`src/rtl/dz_tx_scan.sv`:
```
// DZ11 transmitter scanner: round-robins the lines for one that is enabled and has an
// empty UART transmitter, offers it to the CSR, and forwards TDR low-byte writes to it.
//
// state | meaning
// SCAN  | divider running; one candidate line examined per terminal count
// READY | csrTRDY=1, csrTLINE names the line awaiting a TDR byte
// LOAD  | one-cycle load strobe to the selected UART, then resume after that line
module dz_tx_scan #(
    parameter int NLINES   = 8,
    parameter int SCAN_DIV = 16
) (
    input  logic              clk,
    input  logic              rst,
    input  logic              devRESET,
    input  logic              csrCLR,
    input  logic              csrMSE,
    input  logic [NLINES-1:0] tcrLIN,
    input  logic [NLINES-1:0] uartTXEMPTY,
    input  logic              tdrWRITE,
    input  logic              devLOBYTE,
    input  logic [7:0]        dzDATAI,
    output logic              csrTRDY,
    output logic [2:0]        csrTLINE,
    output logic [NLINES-1:0] uartTXLOAD,
    output logic [7:0]        uartTXDATA
);

    localparam int DIVW = $clog2(SCAN_DIV);
    localparam logic [DIVW-1:0] DIV_LAST = DIVW'(SCAN_DIV - 1);

    typedef enum logic [1:0] {SCAN, READY, LOAD} state_t;

    state_t          state;
    logic [2:0]      ptr;
    logic [DIVW-1:0] div;
    logic            eligible;

    assign eligible = tcrLIN[ptr] & uartTXEMPTY[ptr];

    always_ff @(posedge clk or posedge rst) begin
        if (rst) begin
            state      <= SCAN;
            ptr        <= '0;
            div        <= '0;
            csrTRDY    <= 1'b0;
            csrTLINE   <= '0;
            uartTXLOAD <= '0;
            uartTXDATA <= '0;
        end else if (devRESET || csrCLR) begin
            state      <= SCAN;
            ptr        <= '0;
            div        <= '0;
            csrTRDY    <= 1'b0;
            csrTLINE   <= '0;
            uartTXLOAD <= '0;
            uartTXDATA <= '0;
        end else begin
            uartTXLOAD <= '0;
            case (state)
                SCAN: begin
                    if (!csrMSE) begin
                        div <= '0;
                    end else if (div == DIV_LAST) begin
                        div <= '0;
                        if (eligible) begin
                            state    <= READY;
                            csrTRDY  <= 1'b1;
                            csrTLINE <= ptr;
                        end else begin
                            ptr <= ptr + 3'd1;
                        end
                    end else begin
                        div <= div + 1'b1;
                    end
                end
                READY: begin
                    // A write in the same cycle as a LIN/MSE drop still loads the byte.
                    if (tdrWRITE && devLOBYTE) begin
                        uartTXLOAD <= NLINES'(1) << csrTLINE;
                        uartTXDATA <= dzDATAI;
                        csrTRDY    <= 1'b0;
                        state      <= LOAD;
                    end else if (!tcrLIN[csrTLINE] || !csrMSE) begin
                        csrTRDY <= 1'b0;
                        ptr     <= csrTLINE + 3'd1;
                        state   <= SCAN;
                    end
                end
                LOAD: begin
                    ptr   <= csrTLINE + 3'd1;
                    div   <= '0;
                    state <= SCAN;
                end
                default: begin
                    state <= SCAN;
                end
            endcase
        end
    end

endmodule
```
`config.mk`:
```
export PLATFORM = sky130hd
export DESIGN_NAME = dz_tx_scan
export DESIGN_NICKNAME = d
export VERILOG_FILES = /design/src/rtl/dz_tx_scan.sv
export SDC_FILE = /design/constraint.sdc
export NUM_CORES = 1
export LEC_CHECK = 0
export CORE_MARGIN = 5
export CORE_UTILIZATION = 30
export CTS_BUF_LIST = sky130_fd_sc_hd__clkbuf_4
export DETAILED_ROUTE_END_ITERATION = 10
export SYNTH_ARGS = -nofsm -noshare
export SYNTH_HDL_FRONTEND = slang
export SYNTH_SLANG_ARGS = --single-unit
```
`constraint.sdc`:
```
create_clock -name clk -period 2.4 [get_ports clk]
set_input_delay 0.48 -clock clk [delete_from_list [all_inputs] [get_ports clk]]
set_output_delay 0.48 -clock clk [all_outputs]
set_load 0.005 [all_outputs]
```
==> results list <==
- The die is 83.9 µm wide.
- Latest clock arrival within the worst-skew pair: between 300 and 400 ps
- After synthesis, flip-flops and latches occupy between 40% and 50% of the total area.
- Vias/cell: 4.67
- Final setup fails: 0
- Setup repair after global routing left no endpoint under its margin.
- The synthesized design devotes to its leading area cell type 44.3% of total area.
* Result of the run: complete, no violations
* Initial core utilization: 30.3%
- Count of pins over their slew limit: 0
- Synthesis produced a netlist with a net count of 211.
* DP HPWL: 2.95 mm
* PostCTS Resize Cnt: 0
- The total count of hold-check failures in the final report came to 0.
- After synthesis the netlist holds a flip-flop and latch count of 29.
- The first global-routing pass estimated 6.49 mm of wire.
* Final wirelength: 3.82 mm
- Clock buffer count from CTS: 5
* Post-layout net count: 264
- Setup crit start kind: flop
* Average size of a mapped cell: 9.42 µm²
- Worst ir drop on vdd: 0.149 mV
- Most common cell after layout, fill and taps aside: sky130_fd_sc_hd__clkdlybuf4s50_1
- Clock-pin slew was measured on the worst setup and hold paths at roughly 90 ps.
* Peak Freq: 469 MHz
* Non-filler instance count after layout: 300
- Maximum capacitance violations: 0
- Detailed-route DRC error count: 0
* Vias after detailed routing: roughly 1400
- Summed instance area of the synthesized netlist: 1640 µm²
- Global routing used 11.4% of the available tracks.
- Dividing total power by cell area gives a power density of around 400 nW/µm².
- Leading cell types in the layout, fill and taps excluded: sky130_fd_sc_hd__clkdlybuf4s50_1 (50), sky130_fd_sc_hd__nand2_1 (35), sky130_fd_sc_hd__dfrtp_1 (29)
* Number of warnings issued by yosys: 0
- Core occupancy in the finished layout: 41.8%
- Number of instances in the synthesized netlist: approximately 170
* CP delay by family, top: compound AO/OA/AOI/OAI gates
- Clock tree synthesis selected as its root buffer the cell sky130_fd_sc_hd__clkbuf_4.
- Antenna diode count: 0
- After synthesis, the cell types taking the most area are sky130_fd_sc_hd__dfrtp_1 (44%), sky130_fd_sc_hd__nand2_1 (8.0%), sky130_fd_sc_hd__mux2i_1 (5.5%).
- Summed over all instances, the cell type with the most area after synthesis is sky130_fd_sc_hd__dfrtp_1.
* Top-level I/O count: 51
- From bottom edge to top edge, the die measures 83.9 µm.
- At the worst endpoint, the required time is 2620 ps.
- For this run, the leading register cell type out of synthesis is sky130_fd_sc_hd__dfrtp_1.
- Synth cell types: 39
- WL/cell: 12.7 µm
- Initial drt markers: 47
- Drt first pass iters: 4
- STA puts the critical path data arrival time at ~2400 ps.
* Number of buffer and inverter instances along the worst setup path: 1
- For the pin with the worst max-slew slack, the measured transition is between 400 and 500 ps.
* Detail Route Antenna Nets: 0
* Worst max-slew margin expressed relative to the limit: 73.3%
* TritonCTS clock tree: done
- The initial antenna violation count is 0.
- The largest individual stage delay along the critical path comes from the cell sky130_fd_sc_hd__dfrtp_1.
* Number of rows in the core area: 27
- In this run the critical register-to-register path is launched from state[1].
* Fraction of registers with async set/reset: 100%
- Leakage dissipation: 0.919 nW
- # H-tree levels: 2
- STA classifies the critical path endpoint as a flop.
* Startpoint-to-endpoint class of the critical path: reg -> reg
- Vias in the first global route: 1437
- Worst setup skew after layout: 1.37 ps
- Port bufs: 50
* Area growth from synthesis to final layout: 37.9%
- At the end of routability-driven placement, the weighted congestion stood at between 0.8 and 0.9.
- Critical path, cell by cell: inv_1 > ha_1 > nand2_1 > a31oi_1 > nand4_1 > a31oi_2 > o221ai_1 > a32o_2
- Delay of the slowest cell on the worst path: a little over 400 ps
- Critical path fanouts, max: 6
* Count of flip-flops with a built-in enable after synthesis: 0
- Startpoint of the tightest hold check path: uartTXDATA[2]
* Number of buffers inserted for hold repair after clock tree synthesis: 0
* Gr ovfl total: 0
* Full die area: 7040 µm²
* Share of the clock period used by the worst path after layout: 88.9%
* Aggregate negative setup slack: 0 ps
- Entering global routing, the biggest net connects 30 pins.
* # Post-CTS Setup Buffers: 0
- In this run the standard cell core region covers 5410 µm².
* Clock tree buffer depth: 2
- The tree built by TritonCTS fans out to 29 sinks.
- Worst setup path startpoint: state[1]
* Filler cell count: ~560
- Worst min path class: reg -> reg
- In the final layout, the share of cells above drive strength 1 is 11.4%.
- After detailed placement, the design holds a cell count of 292.
* Final critical delay including setup and external delays: 2130 ps
-- Yosys cell counts, types with 2 or more instances --
cell type                  count
sky130_fd_sc_hd__nand4b_1      2
sky130_fd_sc_hd__ha_1          6
sky130_fd_sc_hd__nor3_1        9
sky130_fd_sc_hd__dfrtp_1      29
sky130_fd_sc_hd__and3_1        3
sky130_fd_sc_hd__a21oi_1      13
sky130_fd_sc_hd__nand3_1       9
sky130_fd_sc_hd__nor2_1        7
sky130_fd_sc_hd__inv_1        11
sky130_fd_sc_hd__clkbuf_1      4
sky130_fd_sc_hd__mux2_2        2
sky130_fd_sc_hd__mux2i_1       9
sky130_fd_sc_hd__nand2_1      35
sky130_fd_sc_hd__o21ai_0       4
sky130_fd_sc_hd__buf_6         3
sky130_fd_sc_hd__and2_1        3
sky130_fd_sc_hd__nand4_1       3
-- cell families after synthesis --
| logic type | synth area share [%] |
|---|---|
| and+or+nand+nor | 24.4 |
| DFF | 44.3 |
| AOI/OAI and AO/OA | 11.4 |
| buffers and inverters | 6.26 |
| muxes | 9.16 |
| adders and majority gates | 4.58 |
-- sequential cells by signal, indices dropped and copies added, names as in the netlist --
signal,count
csrTLINE,3
csrTRDY,1
div,4
ptr,3
state,2
uartTXDATA,8
uartTXLOAD,8
-- area by class of cell --
type	count	area, µm²	share of cell area [%]
clock buffer	6	45.0	1.99
clock inverter	2	10.0	0.443
inverter	11	41.3	1.83
multi-input combinational	125	811	35.9
sequential	29	726	32.1
tap	72	90.1	3.98
timing repair buffer	55	538	23.8
-- tightest hold or removal path: cells and delay by family, from the launching register on --
family          cells  cell delay (ps)
compound gates      1               50
flops               1              380
simple gates        1               50
-- report_power, final --
group | switching, W | internal, W
logic | 0.0000494 | 0.0000734
registers | 0.00000844 | 0.000492
clock network | 0.000163 | 0.000123
-- final timing paths --
path                            endpoint  slack (ps)  cells past startpoint
max                               ptr[2]         270                      8
min                        uartTXDATA[2]         520                      2
max reg2reg                       ptr[2]         270                      8
min reg2reg                uartTXDATA[2]         520                      2
max in group asynchronous         div[2]        1590                      3
min in group asynchronous  uartTXDATA[3]         540                      3
-- per-stage QoR --
step	power, W	hold WS, ps	setup slack, ps	cell area [µm²]
floorplan	0.000569	521	510	1640
global placement	0.000634	510	29.8	2210
detailed placement	0.000635	516	0.356	2210
CTS	0.000922	529	257	2260
global route	0.000957	555	60.1	2260
finish	0.000909	524	267	2260
-- routing by layer --
layer	GRT usage, %	part of all wire [%]	up-vias
met4	4.24	1.5	0
met5	0	0	-
met3	3.85	5.8	5
met1	13.0	43	655
met2	19.7	50	30
li1	-	-	712
No activity file was read; power rests on OpenSTA's default activity.
